[src/rtl/mem_arbiter_pkg.sv]
// +----------------------------------------------------------------------+
// | mem_arbiter_pkg: shared state and port-index types for the arbiter    |
// | Rev 1.0                                                               |
// +----------------------------------------------------------------------+
`default_nettype none

package mem_arbiter_pkg;

  typedef enum logic [1:0] {
    S_IDLE   = 2'd0,
    S_SERVE0 = 2'd1,
    S_SERVE1 = 2'd2
  } mem_arb_state_t;

  typedef logic port_idx_t;

endpackage

`default_nettype wire

[src/rtl/mem_pkg.sv]
// +----------------------------------------------------------------------+
// | mem_pkg: memory access size and exception mask types                  |
// | Rev 1.0                                                               |
// +----------------------------------------------------------------------+
`default_nettype none

package mem_pkg;

  typedef enum logic [1:0] {
    MEM_ACCESS_BYTE = 2'd0,
    MEM_ACCESS_HALF = 2'd1,
    MEM_ACCESS_WORD = 2'd2
  } mem_access_t;

  localparam int MEM_EXC_W = 4;

  // One bit per fault class: misaligned, access fault, page fault, reserved
  typedef logic [MEM_EXC_W-1:0] mem_exception_mask_t;

endpackage

`default_nettype wire

[src/rtl/mem_arb_rr_pick.sv]
// +----------------------------------------------------------------------+
// | mem_arb_rr_pick: two-way round-robin chooser (combinational)          |
// | Rev 1.0                                                               |
// +----------------------------------------------------------------------+
`default_nettype none

module mem_arb_rr_pick
  import mem_arbiter_pkg::*;
(
  input  logic      req0_i,
  input  logic      req1_i,
  input  port_idx_t last_grant_i,
  output logic      valid_o,
  output port_idx_t winner_o
);

  always_comb begin
    valid_o = req0_i | req1_i;
    if (req0_i && req1_i) begin
      winner_o = ~last_grant_i;
    end else begin
      winner_o = req1_i;
    end
  end

endmodule

`default_nettype wire

[src/rtl/mem_port_arbiter.sv]
// +----------------------------------------------------------------------+
// | mem_port_arbiter: round-robin sharing of one memory port by 2 masters |
// | Optional counters: define MEM_PORT_ARBITER_STATS_EN.  Rev 1.0         |
// +----------------------------------------------------------------------+
`default_nettype none

module mem_port_arbiter
  import mem_pkg::*;
  import mem_arbiter_pkg::*;
#(
  parameter int ADDR_W    = 32,
  parameter int DATA_W    = 32,
  parameter int MAX_BURST = 4
) (
  input  logic                clk,
  input  logic                rst,
  input  logic                req0,
  input  logic                req1,
  input  logic                lock0,
  input  logic                lock1,
  input  logic [ADDR_W-1:0]   addr0,
  input  logic [ADDR_W-1:0]   addr1,
  input  logic [DATA_W-1:0]   wr_data0,
  input  logic [DATA_W-1:0]   wr_data1,
  input  logic                wr_ena0,
  input  logic                wr_ena1,
  input  mem_access_t         access0,
  input  mem_access_t         access1,
  output logic                gnt0,
  output logic                gnt1,
  output logic [DATA_W-1:0]   rd_data0,
  output logic [DATA_W-1:0]   rd_data1,
  output mem_exception_mask_t exc0,
  output mem_exception_mask_t exc1,
  output logic                rvalid0,
  output logic                rvalid1,
  output logic [ADDR_W-1:0]   mem_addr,
  output logic [DATA_W-1:0]   mem_wr_data,
  output logic                mem_wr_ena,
  output mem_access_t         mem_access,
  input  logic [DATA_W-1:0]   mem_rd_data,
  input  mem_exception_mask_t mem_exception
`ifdef MEM_PORT_ARBITER_STATS_EN
  ,
  output logic [31:0]         grants0,
  output logic [31:0]         grants1,
  output logic [31:0]         conflict_cycles
`endif
);

  localparam int CNT_W = $clog2(MAX_BURST + 1);
  localparam logic [CNT_W-1:0] BEAT_LAST = CNT_W'(MAX_BURST - 1);

  mem_arb_state_t      state_q, state_d;
  port_idx_t           last_grant_q, last_grant_d;
  logic [CNT_W-1:0]    beat_cnt_q, beat_cnt_d;

  logic                rvalid0_q, rvalid1_q;
  logic [DATA_W-1:0]   rd_data0_q, rd_data1_q;
  mem_exception_mask_t exc0_q, exc1_q;

  logic                pick_valid;
  port_idx_t           pick_port;

  logic                sel1;
  logic                sel_req, sel_lock, sel_wr_ena;
  logic [ADDR_W-1:0]   sel_addr;
  logic [DATA_W-1:0]   sel_wr_data;
  mem_access_t         sel_access;

  mem_arb_rr_pick u_pick (
    .req0_i       (req0),
    .req1_i       (req1),
    .last_grant_i (last_grant_q),
    .valid_o      (pick_valid),
    .winner_o     (pick_port)
  );

  // Payload of the port owning the current serve state
  assign sel1        = (state_q == S_SERVE1);
  assign sel_req     = sel1 ? req1     : req0;
  assign sel_lock    = sel1 ? lock1    : lock0;
  assign sel_addr    = sel1 ? addr1    : addr0;
  assign sel_wr_data = sel1 ? wr_data1 : wr_data0;
  assign sel_wr_ena  = sel1 ? wr_ena1  : wr_ena0;
  assign sel_access  = sel1 ? access1  : access0;

  always_ff @(posedge clk) begin
    if (rst) begin
      state_q      <= S_IDLE;
      last_grant_q <= 1'b1;
      beat_cnt_q   <= '0;
    end else begin
      state_q      <= state_d;
      last_grant_q <= last_grant_d;
      beat_cnt_q   <= beat_cnt_d;
    end
  end

  always_comb begin
    state_d      = state_q;
    last_grant_d = last_grant_q;
    beat_cnt_d   = beat_cnt_q;
    gnt0         = 1'b0;
    gnt1         = 1'b0;
    mem_addr     = '0;
    mem_wr_data  = '0;
    mem_wr_ena   = 1'b0;
    mem_access   = MEM_ACCESS_WORD;
    case (state_q)
      S_IDLE: begin
        beat_cnt_d = '0;
        if (pick_valid) begin
          state_d = pick_port ? S_SERVE1 : S_SERVE0;
        end
      end
      S_SERVE0, S_SERVE1: begin
        // A request withdrawn before its grant produces no memory cycle
        if (sel_req) begin
          gnt0         = ~sel1;
          gnt1         = sel1;
          mem_addr     = sel_addr;
          mem_wr_data  = sel_wr_data;
          mem_wr_ena   = sel_wr_ena;
          mem_access   = sel_access;
          last_grant_d = sel1;
        end
        if (sel_req && sel_lock && (beat_cnt_q < BEAT_LAST)) begin
          beat_cnt_d = beat_cnt_q + CNT_W'(1);
        end else begin
          state_d    = S_IDLE;
          beat_cnt_d = '0;
        end
      end
      default: state_d = S_IDLE;
    endcase
  end

  always_ff @(posedge clk) begin
    if (rst) begin
      rvalid0_q  <= 1'b0;
      rvalid1_q  <= 1'b0;
      rd_data0_q <= '0;
      rd_data1_q <= '0;
      exc0_q     <= '0;
      exc1_q     <= '0;
    end else begin
      rvalid0_q <= gnt0;
      rvalid1_q <= gnt1;
      if (gnt0) begin
        rd_data0_q <= mem_wr_ena ? '0 : mem_rd_data;
        exc0_q     <= mem_exception;
      end
      if (gnt1) begin
        rd_data1_q <= mem_wr_ena ? '0 : mem_rd_data;
        exc1_q     <= mem_exception;
      end
    end
  end

  assign rvalid0  = rvalid0_q;
  assign rvalid1  = rvalid1_q;
  assign rd_data0 = rd_data0_q;
  assign rd_data1 = rd_data1_q;
  assign exc0     = exc0_q;
  assign exc1     = exc1_q;

`ifdef MEM_PORT_ARBITER_STATS_EN
  logic [31:0] grants0_q, grants1_q, conflict_q;

  always_ff @(posedge clk) begin
    if (rst) begin
      grants0_q  <= '0;
      grants1_q  <= '0;
      conflict_q <= '0;
    end else begin
      if (gnt0) grants0_q <= grants0_q + 32'd1;
      if (gnt1) grants1_q <= grants1_q + 32'd1;
      if ((state_q == S_IDLE) && req0 && req1) conflict_q <= conflict_q + 32'd1;
    end
  end

  assign grants0         = grants0_q;
  assign grants1         = grants1_q;
  assign conflict_cycles = conflict_q;
`endif

endmodule

`default_nettype wire
[config.mk]
export PLATFORM = sky130hd
export DESIGN_NAME = mem_port_arbiter
export DESIGN_NICKNAME = d
export VERILOG_FILES = /design/src/rtl/mem_arbiter_pkg.sv /design/src/rtl/mem_pkg.sv /design/src/rtl/mem_arb_rr_pick.sv /design/src/rtl/mem_port_arbiter.sv
export SDC_FILE = /design/constraint.sdc
export NUM_CORES = 1
export LEC_CHECK = 0
export ABC_AREA = 0
export BUFFER_PORTS_ARGS = -buffer_cell sky130_fd_sc_hd__buf_2
export CAP_MARGIN = 20
export CELL_PAD_IN_SITES_DETAIL_PLACEMENT = 1
export CELL_PAD_IN_SITES_GLOBAL_PLACEMENT = 1
export CORE_UTILIZATION = 25
export CTS_BUF_LIST = sky130_fd_sc_hd__clkbuf_4 sky130_fd_sc_hd__clkbuf_8
export CTS_CLUSTER_DIAMETER = 100
export DETAILED_ROUTE_END_ITERATION = 8
export PLACE_DENSITY = 0.89
export REMOVE_ABC_BUFFERS = 1
export SLEW_MARGIN = 5
export SYNTH_ARGS = -nofsm -noshare
export SYNTH_HDL_FRONTEND = slang
export SYNTH_HIERARCHICAL = 1
export SYNTH_SLANG_ARGS = --single-unit
[constraint.sdc]
create_clock -name clk -period 1.7 [get_ports clk]
set_input_delay 0.255 -clock clk [delete_from_list [all_inputs] [get_ports clk]]
set_output_delay 0.255 -clock clk [all_outputs]
set_load 0.01 [all_outputs]
==> flow_summary.html <==
<table>
<tr><th>Metric</th><th>Value</th></tr>
<tr><th colspan="2">STA</th></tr>
<tr><td>Setup violation total in the final timing report</td><td>69</td></tr>
<tr><td>Fmax</td><td>485 MHz</td></tr>
<tr><td>Ratio of final minimum period to clock period</td><td>121%</td></tr>
<tr><td>Final hold violation count</td><td>0</td></tr>
<tr><td>Final-report max-slew violation count</td><td>0</td></tr>
<tr><td>Min Clock Period, post-route</td><td>2.06 ns</td></tr>
<tr><td>RSZ-0062 raised after global routing</td><td>true</td></tr>
<tr><td>Final worst-path setup slack</td><td>-0.360 ns</td></tr>
<tr><td>Maximum clock skew at final layout</td><td>0.00761 ns</td></tr>
<tr><td>Slew HR</td><td>66.5%</td></tr>
<tr><td>Hold slack final</td><td>0.140 ns</td></tr>
<tr><td>Slew @ Worst Pin</td><td>0.502 ns</td></tr>
<tr><th colspan="2">GRT</th></tr>
<tr><td>Via count of the first global-routing pass</td><td>5083</td></tr>
<tr><td>Overflow left after global routing</td><td>0</td></tr>
<tr><td>GR Util All Layers</td><td>19.1%</td></tr>
<tr><td>Wire length of the first global-routing pass</td><td>25100 microns</td></tr>
<tr><td>Largest net degree at the start of global routing</td><td>46</td></tr>
<tr><td>Initial antenna violation count</td><td>1</td></tr>
<tr><th colspan="2">Yosys</th></tr>
<tr><td>Part of the Yosys area used for sequential elements</td><td>38.9%</td></tr>
<tr><td>Synthesized area divided by synthesized cell count</td><td>7.98 sq um</td></tr>
<tr><td>Post-synthesis instance total</td><td>516</td></tr>
<tr><td>Number of distinct library cells after synthesis</td><td>31</td></tr>
<tr><td>Largest area contributor in the synthesized netlist</td><td>sky130_fd_sc_hd__dfxtp_1</td></tr>
<tr><td>Ranking of synthesized cells by area</td><td>sky130_fd_sc_hd__dfxtp_1 39%, sky130_fd_sc_hd__mux2i_1 16%, sky130_fd_sc_hd__a21oi_1 9.0%, sky130_fd_sc_hd__nand2_1 7.9%, sky130_fd_sc_hd__nor2_1 6.1%</td></tr>
<tr><td>Number of synthesis warnings</td><td>6</td></tr>
<tr><td>Count of state elements after synthesis</td><td>80</td></tr>
<tr><td>Cell area after technology mapping</td><td>4120 sq um</td></tr>
<tr><td>Fraction of post-synthesis cell area in the top cell type by area</td><td>38.9%</td></tr>
<tr><th colspan="2">Floorplanning</th></tr>
<tr><td>DIE AREA</td><td>17000 sq um</td></tr>
<tr><td>Count of boundary I/O pins</td><td>319</td></tr>
<tr><td>Initial Utilization</td><td>25.7%</td></tr>
<tr><td>Area of the core</td><td>16000 sq um</td></tr>
<tr><td>FP Rows</td><td>46</td></tr>
<tr><td>Die width</td><td>130 microns</td></tr>
<tr><td>Vertical die dimension</td><td>130 microns</td></tr>
<tr><th colspan="2">Placed design</th></tr>
<tr><td>Final HPWL DP</td><td>12900 microns</td></tr>
<tr><td>Total instance count after detailed placement</td><td>1047</td></tr>
<tr><td>Total of buffers placed on input and output ports</td><td>318</td></tr>
<tr><td>Last weighted congestion value of the routability-driven placer</td><td>0.805</td></tr>
<tr><th colspan="2">Critical path</th></tr>
<tr><td>Peak per-stage delay on the critical path</td><td>0.36 ns</td></tr>
<tr><td>CP arrival</td><td>1.80 ns</td></tr>
<tr><td>Maximum fanout encountered on the critical timing path</td><td>9</td></tr>
<tr><td>Dominant cell type by count on the critical path</td><td>sky130_fd_sc_hd__buf_6</td></tr>
<tr><td>Worst-path cell chain</td><td>inv_4 &gt; ha_4 &gt; nor2b_4 &gt; o21ai_4 &gt; buf_12 &gt; buf_6 &gt; a211o_1 &gt; buf_6</td></tr>
<tr><td>CP endpoint kind</td><td>primary output</td></tr>
<tr><td>Classification of the worst setup path</td><td>reg2out</td></tr>
<tr><td>Type of element launching the critical path</td><td>register</td></tr>
<tr><td>Worst path slowest cell</td><td>sky130_fd_sc_hd__dfxtp_2</td></tr>
<tr><td>Critical path data required time</td><td>1.44 ns</td></tr>
<tr><th colspan="2">Routing</th></tr>
<tr><td>Met3 WL</td><td>1050 microns</td></tr>
<tr><td>Initial DRC count</td><td>133</td></tr>
<tr><td>M1 wire length</td><td>6690 microns</td></tr>
<tr><td>DR WL/cell</td><td>16.5 microns</td></tr>
<tr><td>Top routing layer in use</td><td>met4</td></tr>
<tr><td>Final ANT Viol Nets</td><td>0</td></tr>
<tr><td>Total routed wirelength</td><td>17900 microns</td></tr>
<tr><td>Drt pass-1 iters</td><td>4</td></tr>
<tr><td>Via-per-instance ratio</td><td>4.68</td></tr>
<tr><td>DRC viols</td><td>0</td></tr>
<tr><td>Routed length on met2</td><td>9960 microns</td></tr>
<tr><td>DR vias</td><td>5069</td></tr>
<tr><th colspan="2">Clock network</th></tr>
<tr><td>Num CTS Buffers</td><td>9</td></tr>
<tr><td>CTS sink count</td><td>80</td></tr>
<tr><td>Hold buffer count at cts</td><td>0</td></tr>
<tr><td>Clk Latency, worst-skew pair</td><td>0.36 ns</td></tr>
<tr><td>Number of H-tree levels</td><td>3</td></tr>
<tr><td>Root buffer cell</td><td>sky130_fd_sc_hd__clkbuf_8</td></tr>
<tr><td>Maximum count of clock buffers along a single path</td><td>2</td></tr>
<tr><td>CTS clock-pin slew for the worst setup and hold paths</td><td>0.08 ns</td></tr>
<tr><td>CTS tree</td><td>done</td></tr>
<tr><th colspan="2">Final layout</th></tr>
<tr><td>Count of inserted antenna diode cells</td><td>0</td></tr>
<tr><td>Most common cell after layout, fill and taps aside</td><td>sky130_fd_sc_hd__buf_2</td></tr>
<tr><td>Total number of nets in the final design</td><td>1043</td></tr>
<tr><td>Top library cells by usage in the layout, fill and taps aside</td><td>314 x sky130_fd_sc_hd__buf_2, 86 x sky130_fd_sc_hd__nand2_1, 78 x sky130_fd_sc_hd__dfxtp_1</td></tr>
<tr><td>Post-route non-filler standard cell count</td><td>1083</td></tr>
<tr><td>Fraction of layout instances using a drive strength above 1</td><td>48.8%</td></tr>
<tr><td>Layout overhead on the synthesized area</td><td>66.7%</td></tr>
<tr><th colspan="2">Power and ir drop</th></tr>
<tr><td>Largest vdd supply drop</td><td>0.000364 V</td></tr>
<tr><td>Static Leak</td><td>3.24 nW</td></tr>
<tr><td>Power density relative to cell area</td><td>727 nW/um^2</td></tr>
<tr><th colspan="2">Status</th></tr>
<tr><td>Failing checks</td><td>setup timing</td></tr>
<tr><td>Status</td><td>finished with violations</td></tr>
<tr><th colspan="2">Hold path</th></tr>
<tr><td>Min-Delay Path Class</td><td>in2reg</td></tr>
<tr><th colspan="2">Run</th></tr>
<tr><td>Max capacitance violation total</td><td>0</td></tr>
</table>
## final cells by class
class	instances	area, sq um
Multi-Input combinational cell	385	2360
Clock inverter	3	42.5
Tap cell	216	270
Sequential cell	80	1610
Fill cell	2065	9140
Clock buffer	12	153
Timing Repair Buffer	381	2390
Inverter	6	40.0
## flip-flops by register name, indices dropped and copies added (netlist names)
| name | flops |
|---|---|
| rvalid0 | 1 |
| rd_data0 | 32 |
| rd_data1 | 32 |
| beat_cnt_q | 3 |
| state_q | 2 |
| rvalid1 | 1 |
| exc0 | 4 |
| exc1 | 4 |
| last_grant_q | 1 |
## report_power, final
part / total (mW) / internal, mW / switching [mW] / leakage [nW]
clock network: 1.44 / 0.743 / 0.700 / 0.0993
registers: 1.98 / 1.94 / 0.0384 / 0.648
logic: 1.57 / 0.776 / 0.789 / 2.50
## timing repair
item                       CTS  global route
setup endpoints to repair  124            75
pin swaps                    8             5
resized for setup           48            18
buffers inserted             8            10
cloned                       3             4
## kinds of logic after synthesis
group,Yosys count,synth area share [%]
flip-flops,80,38.9
multiplexers,69,16.8
AND/OR/NAND/NOR,228,25.7
AO/OA/AOI/OAI,84,11.5
buffers and inverters,51,5.90
adder cells (fa/ha/maj),4,1.22
## Yosys cell counts
master and number:
sky130_fd_sc_hd__ha_1 4, sky130_fd_sc_hd__nand2b_1 2, sky130_fd_sc_hd__nand2_1 87, sky130_fd_sc_hd__nor2_1 67, sky130_fd_sc_hd__nor3_1 1, sky130_fd_sc_hd__o2111ai_1 1, sky130_fd_sc_hd__clkbuf_1 14, sky130_fd_sc_hd__nor2b_1 4
sky130_fd_sc_hd__a211o_1 1, sky130_fd_sc_hd__inv_2 2, sky130_fd_sc_hd__mux2i_1 67, sky130_fd_sc_hd__o2111ai_2 1, sky130_fd_sc_hd__nand3b_4 1, sky130_fd_sc_hd__buf_2 23, sky130_fd_sc_hd__o211ai_1 1, sky130_fd_sc_hd__o21ai_1 1
sky130_fd_sc_hd__a21boi_1 1, sky130_fd_sc_hd__a21oi_1 74, sky130_fd_sc_hd__nand3_1 32, sky130_fd_sc_hd__nor2b_2 1, sky130_fd_sc_hd__buf_1 2, sky130_fd_sc_hd__mux2_2 1, sky130_fd_sc_hd__buf_4 6, sky130_fd_sc_hd__mux2_1 1
sky130_fd_sc_hd__dfxtp_1 80, sky130_fd_sc_hd__o41ai_2 2, sky130_fd_sc_hd__or2_1 1, sky130_fd_sc_hd__a221o_1 1, sky130_fd_sc_hd__inv_1 4, sky130_fd_sc_hd__a22oi_1 1, sky130_fd_sc_hd__nand3b_1 32
## per-layer routing
metal,GRT usage (%),up-vias
met5,0,-
met4,5.20,0
met3,4.26,18
met2,38.3,187
met1,19.6,2426
li1,-,2438
## critical path: cells and delay by family, from the launching register on
family | cells | cell delay [ns]
adder cells (fa/ha/maj) | 1 | 0.19
buffers and inverters | 4 | 0.44
AND/OR/NAND/NOR | 1 | 0.16
flip-flops | 1 | 0.36
AO/OA/AOI/OAI | 2 | 0.30
## worst paths after layout
check | from | to | slack [ns] | cells past startpoint
max | state_q[0] | mem_access[1] | -0.36 | 8
max reg2reg | state_q[0] | state_q[0] | 0.04 | 6
min | mem_exception[3] | exc0[3] | 0.14 | 3
min reg2reg | rd_data0[7] | rd_data0[7] | 0.45 | 2
## metrics by stage
step | instance area (sq um) | TNS (ns) | util, % | total power, mW | setup slack, ns
global placement | 6170 | -1.75 | 38.6 | 3.31 | -0.0729
detailed placement | 6170 | -6.68 | 38.6 | 3.35 | -0.120
global route | 6860 | -26.08 | 42.9 | 5.24 | -0.429
floorplan | 3900 | -590.87 | - | 2.61 | -5.29
finish | 6860 | -20.17 | 42.9 | 4.99 | -0.360
CTS | 6650 | -19.86 | 41.5 | 4.94 | -0.365
Note: power is estimated with default switching activity, not from simulation.
